**src/rtl/display_pkg.sv**
```systemverilog
// Shared types and constants for the six-digit HEX display controller.
package display_pkg;
  localparam int NUM_DIGITS = 6;
  localparam logic [7:0] SEG_BLANK = 8'hFF;

  typedef logic [2:0] digit_idx_t;

  typedef struct packed {
    logic [3:0] value;
    logic       blank;
    logic       blink;
  } digit_entry_t;

  // Power-up / cleared entry: digit dark, not blinking.
  localparam digit_entry_t ENTRY_RESET = '{value: 4'h0, blank: 1'b1, blink: 1'b0};
endpackage

```
**src/rtl/sevenseg.sv**
```systemverilog
// Hex nibble to active-low seven-segment pattern, bit order g..a.
module sevenseg (
  input  logic [3:0] value,
  output logic [6:0] seg
);

  // Pure combinational lookup of the glyph for each nibble.
  always_comb begin
    seg = 7'h7F;
    unique case (value)
      4'h0: seg = 7'h40;
      4'h1: seg = 7'h79;
      4'h2: seg = 7'h24;
      4'h3: seg = 7'h30;
      4'h4: seg = 7'h19;
      4'h5: seg = 7'h12;
      4'h6: seg = 7'h02;
      4'h7: seg = 7'h78;
      4'h8: seg = 7'h00;
      4'h9: seg = 7'h10;
      4'hA: seg = 7'h08;
      4'hB: seg = 7'h03;
      4'hC: seg = 7'h46;
      4'hD: seg = 7'h21;
      4'hE: seg = 7'h06;
      4'hF: seg = 7'h0E;
    endcase
  end

endmodule

```
**src/rtl/hex_display_ctrl.sv**
```systemverilog
// Six-digit HEX display controller: digit file, round-robin scan through a
// single shared decoder, per-digit output registers, and a blink timer.
module hex_display_ctrl #(
  parameter int NUM_DIGITS = 6,
  parameter int BLINK_DIV  = 25_000_000
) (
  input  logic                  clk,
  input  logic                  reset,
  input  logic                  clr,
  input  logic                  wr_en,
  input  logic [2:0]            wr_idx,
  input  logic [3:0]            wr_data,
  input  logic                  wr_blank,
  input  logic                  wr_blink,
  input  logic [NUM_DIGITS-1:0] dp,
  output logic [7:0]            hex0,
  output logic [7:0]            hex1,
  output logic [7:0]            hex2,
  output logic [7:0]            hex3,
  output logic [7:0]            hex4,
  output logic [7:0]            hex5,
  output logic                  refresh_done
);
  import display_pkg::*;

  localparam int               CNT_W    = (BLINK_DIV > 1) ? $clog2(BLINK_DIV) : 1;
  localparam logic [CNT_W-1:0] CNT_LAST = CNT_W'(BLINK_DIV - 1);
  localparam digit_idx_t       LAST_IDX = digit_idx_t'(NUM_DIGITS - 1);

  digit_entry_t     file_q [NUM_DIGITS];
  digit_idx_t       scan_ptr;
  logic [3:0]       scan_value;
  logic [6:0]       seg;
  logic [7:0]       hex_p0 [NUM_DIGITS];
  logic             done_p0;
  logic [CNT_W-1:0] blink_cnt;
  logic             blink_phase;

  // Final output byte for one digit: blanked, blink-hidden, or glyph plus DP.
  function automatic logic [7:0] compose(input digit_entry_t e, input logic phase,
                                         input logic dp_bit, input logic [6:0] s);
    if (e.blank || (e.blink && phase))
      return SEG_BLANK;
    return {~dp_bit, s};
  endfunction

  assign scan_value = file_q[scan_ptr].value;

  sevenseg u_dec (
    .value (scan_value),
    .seg   (seg)
  );

  // Digit file: clear beats write; out-of-range indices are dropped.
  always_ff @(posedge clk or posedge reset) begin
    if (reset) begin
      for (int i = 0; i < NUM_DIGITS; i++) file_q[i] <= ENTRY_RESET;
    end else if (clr) begin
      for (int i = 0; i < NUM_DIGITS; i++) file_q[i] <= ENTRY_RESET;
    end else if (wr_en && (wr_idx <= LAST_IDX)) begin
      file_q[wr_idx] <= '{value: wr_data, blank: wr_blank, blink: wr_blink};
    end
  end

  // Stage p0: scan one digit per clock into its output register.
  always_ff @(posedge clk or posedge reset) begin
    if (reset) begin
      scan_ptr <= '0;
      done_p0  <= 1'b0;
      for (int i = 0; i < NUM_DIGITS; i++) hex_p0[i] <= SEG_BLANK;
    end else begin
      hex_p0[scan_ptr] <= compose(file_q[scan_ptr], blink_phase, dp[scan_ptr], seg);
      done_p0          <= (scan_ptr == LAST_IDX);
      scan_ptr         <= (scan_ptr == LAST_IDX) ? '0 : scan_ptr + 3'd1;
    end
  end

  // Blink timer: phase flips each time the divider wraps.
  always_ff @(posedge clk or posedge reset) begin
    if (reset) begin
      blink_cnt   <= '0;
      blink_phase <= 1'b0;
    end else if (blink_cnt == CNT_LAST) begin
      blink_cnt   <= '0;
      blink_phase <= ~blink_phase;
    end else begin
      blink_cnt   <= blink_cnt + 1'b1;
    end
  end

  assign hex0         = hex_p0[0];
  assign hex1         = hex_p0[1];
  assign hex2         = hex_p0[2];
  assign hex3         = hex_p0[3];
  assign hex4         = hex_p0[4];
  assign hex5         = hex_p0[5];
  assign refresh_done = done_p0;

endmodule

```
**config.mk**
```make
export PLATFORM = sky130hd
export DESIGN_NAME = hex_display_ctrl
export DESIGN_NICKNAME = d
export VERILOG_FILES = /design/src/rtl/display_pkg.sv /design/src/rtl/sevenseg.sv /design/src/rtl/hex_display_ctrl.sv
export SDC_FILE = /design/constraint.sdc
export NUM_CORES = 1
export LEC_CHECK = 0
export ABC_AREA = 1
export BUFFER_PORTS_ARGS = -buffer_cell sky130_fd_sc_hd__buf_2
export CAP_MARGIN = 20
export CORE_MARGIN = 2
export CORE_UTILIZATION = 53
export DETAILED_ROUTE_END_ITERATION = 12
export PLACE_DENSITY = 0.89
export SETUP_SLACK_MARGIN = 0.4
export SLEW_MARGIN = 20
export SYNTH_ARGS = -nofsm -noshare
export SYNTH_HDL_FRONTEND = slang
export SYNTH_SLANG_ARGS = --single-unit
```
**constraint.sdc**
```tcl
create_clock -name clk -period 3.2 [get_ports clk]
set_input_delay 0.16 -clock clk [delete_from_list [all_inputs] [get_ports clk]]
set_output_delay 0.16 -clock clk [all_outputs]
set_load 0.05 [all_outputs]
```
# Word level (Yosys, flattened, before mapping)
# Memory sizes are Yosys's and may differ from the RTL's.
# Cells that the tools add are included.
# word_totals
inputBits,19
reg_bits,114
n_memories,1
output_inout_bits,49
romBits,112
# memory_table
memory,depth,width,rd,rd_clocked_by_memory_dff,wr,line_no,text
(name not given),16,7,1,0,0,sevenseg.sv:10,unique case (value)
# classes
addsub,2
reduce_logical,6
eq_ne,2
order_cmp,6
bitwise,4
muxes,18
# op_table
operator,count
two-way mux 36 bit,2
bitwise mux 48 bit,1
bitwise mux 36 bit,1
adder 25 x 1 -> 25 bit (second input constant),1
== test 25 bit (second input constant),1
two-way mux 25 bit,1
demux 8 bit (select 3 bit),1
two-way mux 8 bit,3
binary-select mux 6 bit (select 3 bit),1
demux 6 bit (select 3 bit),1
two-way mux 6 bit,3
greater-or-equal comparator 4 bit (second input constant),2
less-than comparator 4 x 1 -> 1 bit (second input constant),2
inverter 3 -> 4 bit,2
logical AND 1 bit,4
less-than comparator 3 x 4 -> 1 bit (second input constant),1
adder 3 x 1 -> 3 bit (second input constant),1
binary-select mux 1 bit (select 3 bit),1
== test 3 bit (second input constant),1
<= comparator 3 bit (second input constant),1
two-way mux 3 bit,1
two-way mux 1 bit,2
inverter 1 bit,2
nonzero test 2 bit,1
logical OR 1 bit,1

# Depth between registers and ports, before layout
# depth
word_depth,9
mapped_depth,16
ltp_nobuf,15

# Hierarchy
# From an unflattened synthesis, not the netlist that was laid out.
# hier_totals
hier_cells,701
area_unflattened_um2,5698.0
# by_module_without_submodules
module,instances,area_per_inst_um2,cells_each
hex_display_ctrl,1,5424.0,652
sevenseg,1,274.0,49

# Least setup slack after synthesis
# No wires, ideal clock.
# synth_timing
kind,register -> register
from,reg scan_ptr[0]
to,reg hex_p0 (netlist bit hex5[0])
n_path_buf,2
setup_slack_ns,1.225
arrival_ns,1.898
required_time_ns,3.123
synth_period_minus_slack_ns,1.975
path_stages_with_launch,16
setup_time_ns,0.077
cell_sequence,dfrtp_1 buf_4 buf_6 nand2_1 nand2_1 nand3_1 nand2_1 nor2_1 inv_1 ha_1 inv_1 nand4_1 nand3_1 nand3_2 nand2_1 nand2_1
# synth_between
elab_chain_cells,9
# synth_rtl
element,line_no,text
start: declaration,hex_display_ctrl.sv:31,digit_idx_t scan_ptr;
start signal: assignment,hex_display_ctrl.sv:74,scan_ptr <= (scan_ptr == LAST_IDX) ? '0 : scan_ptr + 3'd1;
inverter 3 -> 4 bit (implied by the code) (*),"hex_display_ctrl.sv:47, hex_display_ctrl.sv:72",
"parallel branches: the longest is 7 deep, another holds memory (16 x 7 bit)",n/a,
bitwise mux 48 bit (*),hex_display_ctrl.sv:72,"hex_p0[scan_ptr] <= compose(file_q[scan_ptr], blink_phase, dp[scan_ptr], seg);"
end signal: indexed assignment,hex_display_ctrl.sv:72,
end: declaration,hex_display_ctrl.sv:34,logic [7:0] hex_p0 [NUM_DIGITS];
# Mark *: on every way between the ends. The select of a mux whose other input is x is not followed.
# A chain may end at the register's enable or synchronous reset.

# Worst setup path after layout
# layout_timing
from,reg scan_ptr[0]
to,reg hex_p0 (netlist bit hex4[1])
# The elaborated chain is that of the path after synthesis.

==> metrics.md <==
| Metric | Value |
|---|---|
| Post-synthesis sequential area ratio | 0.525 |
| Post-synth top area cell | dfrtp_1 |
| M1 wire length | just under 6000 microns |
| Yosys reg bits | 114 |
| Crit share post-route | 0.759 |
| Total global routing track utilization | 0.261 |
| Pwr dens | around 580 mW/mm^2 |
| Final #Nets | a little under 800 |
| Overall die height | ~110 microns |
| CTS sink cnt | roughly 110 |
| PortBufs | 67 |
| Cells after synthesis | 691 |
| Pre-antenna DRT Iters | 5 |
| CTS tree | yes |
| Critical path class | register to register |
| Leakage | between 3 and 4 nW |
| Initial antenna violation count | 0 |
| Total congestion overflow | 0 |
| Worst-Margin Slew | between 0.8 and 0.9 ns |
| Synth top area share | 0.270 |
| Die area | between 0.01 and 0.015 sq mm |
| Syn_nets | a little over 700 |
| Top post-synthesis cells by area | dfrtp_1, dfstp_2, nand2_1, inv_1, nor2_1 |
| Drt drc | 0 |
| Required @ worst endpoint | 3.63 ns |
| Syn Area/Cell | between 8 and 9 sq um |
| # IOs | between 60 and 70 |
| Vias | between 5,000 and 6,000 |
| Min-Delay Path Class | input pin to register |
| Chip width | around 110 microns |
| Layout cell share with drive strength beyond 1 | 0.222 |
| Rows | 37 |
| Synth unique cells | 34 |
| RSZ-0062 raised after global routing | false |
| Post-Layout Inst Area | 0.00664 sq mm |
| Global-route wire length before repair | around 23,000 microns |
| Total Wirelength | around 14,000 microns |
| Vias in the first global route | between 4,000 and 5,000 |
| Final slew viol count | 0 |
| Post-route insts no fill | 919 |
| Tot Pwr | approximately 3.8 mW |
| Vias per cell | approximately 5.5 |
| CTS resizes | 0 |
| Max Fclk | roughly 410 MHz |
| Outcome | finished, final reports clean |
| YS warnings | 0 |
| Highest routed metal layer | met4 |
| Clk slew on worst S/H paths | 0.06 ns |
| Worst-path fanout max | 13 |
| Critical path startpoint category | register |
| Final WS setup | roughly 0.77 ns |
| First DRT Iteration DRCs | 410 |
| Max Cap Viol | 0 |
| Met3 wire length | 1050 microns |
| Area after DPL | around 0.0060 sq mm |
| Met2 WL | 6680 microns |
| CTS root buf | clkbuf_8 |
| CP arrival | approximately 2.9 ns |
| Final GP Congestion | 0.920 |
| Detail Route Antenna Nets | 0 |
| Maximum root-to-sink buffer count | 2 |
| Clock Skew | just over 0.009 ns |
| Worst vdd ir | about 0.36 mV |
| Crit. End Element | register |
| Clock latency at the later pin of the worst-skew pair | roughly 0.5 ns |
| Core area | ~0.01 sq mm |
| CTS H-tree lvls | 4 |
| Setup Viol. Count Final | 0 |
| Min Clock Period, post-route | between 2 and 2.5 ns |
| Initial Util | 0.542 |
| Max transition margin | 0.440 |
| Fill cell count | 794 |
| Number of diodes | 0 |
| Place WS | approximately 0.84 ns |
| Syn-to-layout area delta | 19.3% |
| WL per Instance | ~15 microns |
| Final Hold Vio Count | 0 |
| Mapped Area | 0.00557 sq mm |
| Largest net degree at the start of global routing | between 80 and 90 |
| Num CTS Buffers | 17 |
| Setup_tns | 0 ns |
| Placed Cells | just under 900 |
| Dpl hpwl | roughly 9400 microns |
## sequential cells by signal, indices dropped and copies added (netlist names)
name,count
hex1,8
blink_phase,1
hex3,8
hex2,8
hex0,8
refresh_done,1
blink_cnt,25
hex4,8
file_q,36
hex5,8
scan_ptr,3
## critical path: stages, from the launching register on
cell and delay, ns:
dfrtp_1 0.37, inv_1 0.30, nand3_2 0.33, nor2_1 0.18, nor2_1 0.05, nand3_1 0.16
inv_2 0.09, ha_1 0.32, nand2_1 0.07, nor2_1 0.04, nor2_1 0.10, nand2_1 0.17
nand2_1 0.11, nand2_1 0.07
## cell usage after synthesis (all sizes together)
cell type  instances
nand3             52
o211a              1
nor2              68
nand3b             1
clkbuf             5
a21oi              7
o211ai             5
nand4             11
xnor2              2
ha                 7
inv               71
nor4               6
dfstp             54
nand2            256
o22ai             13
or2                2
dfrtp             60
or3b               1
o21ai             31
clkinv             2
xor2              10
buf                7
nor3              14
a31oi              5
## cell families after synthesis
family          after synthesis  share of synthesized area
fa+ha+maj                     7                     0.0157
compound gates               62                     0.0650
buf+inv                      85                     0.0623
simple gates                411                      0.314
flops                       114                      0.525
xor+xnor                     12                     0.0189
## report_power, final
| group | internal (mW) | switching [mW] | total, mW |
|---|---|---|---|
| Combinational | 0.0899 | 0.335 | 0.425 |
| Clock | 1.19 | 0.620 | 1.81 |
| Sequential | 1.55 | 0.0424 | 1.60 |
## worst paths after layout
path / from / end / slack, ns / depth (start not counted)
max in group asynchronous: reset / file_q[1] / 2.04 / 4
worst min-delay path: wr_blank / file_q[31] / 0.02 / 3
worst max-delay path: scan_ptr[0] / hex4[1] / 0.77 / 13
min in group asynchronous: reset / blink_cnt[0] / 0.31 / 3
worst min register to register: hex3[6] / hex3[6] / 0.47 / 2
worst max register to register: scan_ptr[0] / hex4[1] / 0.77 / 13
## timing repair
action | 4_1_cts | 5_1_grt
setup endpoints to repair | 0 | 0
buffers inserted | 0 | 0
hold endpoints to repair | 7 | 0
hold buffers | 1 | 0
## cell type report
class                           count  area [sq um]  share of cell area
Clock inverter                      4          45.0             0.00678
Inverter                           73           280              0.0422
Multi-Input combinational cell    492          2300               0.346
Tap cell                          136           170              0.0256
Sequential cell                   114          2920               0.440
Timing Repair Buffer               72           388              0.0584
Clock buffer                       28           536              0.0807
## cell usage in the layout, fill, tap and decap left out, types with 2 or more instances in the layout
cell	instances
clkbuf_16	16
a21oi_1	6
or2_1	2
nand4_1	11
o211ai_1	5
o21ai_0	31
clkbuf_8	9
nand2_2	3
clkinv_2	3
clkinv_1	2
nand3_1	44
o22ai_1	13
dfrtp_1	60
buf_4	3
nor4_1	5
inv_2	2
nand2_1	253
buf_2	67
ha_1	7
xnor2_1	2
inv_1	67
clkbuf_1	3
dfstp_2	54
nor3_1	14
nand3_2	8
a31oi_1	5
nor2_1	66
xor2_1	10
## layer usage
| layer | global-route usage | vias up |
|---|---|---|
| li1 | - | 2369 |
| met1 | 0.333 | 2371 |
| met2 | 0.428 | 258 |
| met3 | 0.0674 | 39 |
| met4 | 0.100 | 0 |
| met5 | 0 | - |
## metrics by stage
step,hold slack [ns],utilization
6_report,0.0177,0.646
3_5_place_dp,0.292,0.589
3_3_place_gp,0.289,0.589
5_1_grt,0.0533,0.646
2_1_floorplan,0.386,-
4_1_cts,0.0125,0.646
Note: power is estimated with default switching activity, not from simulation.
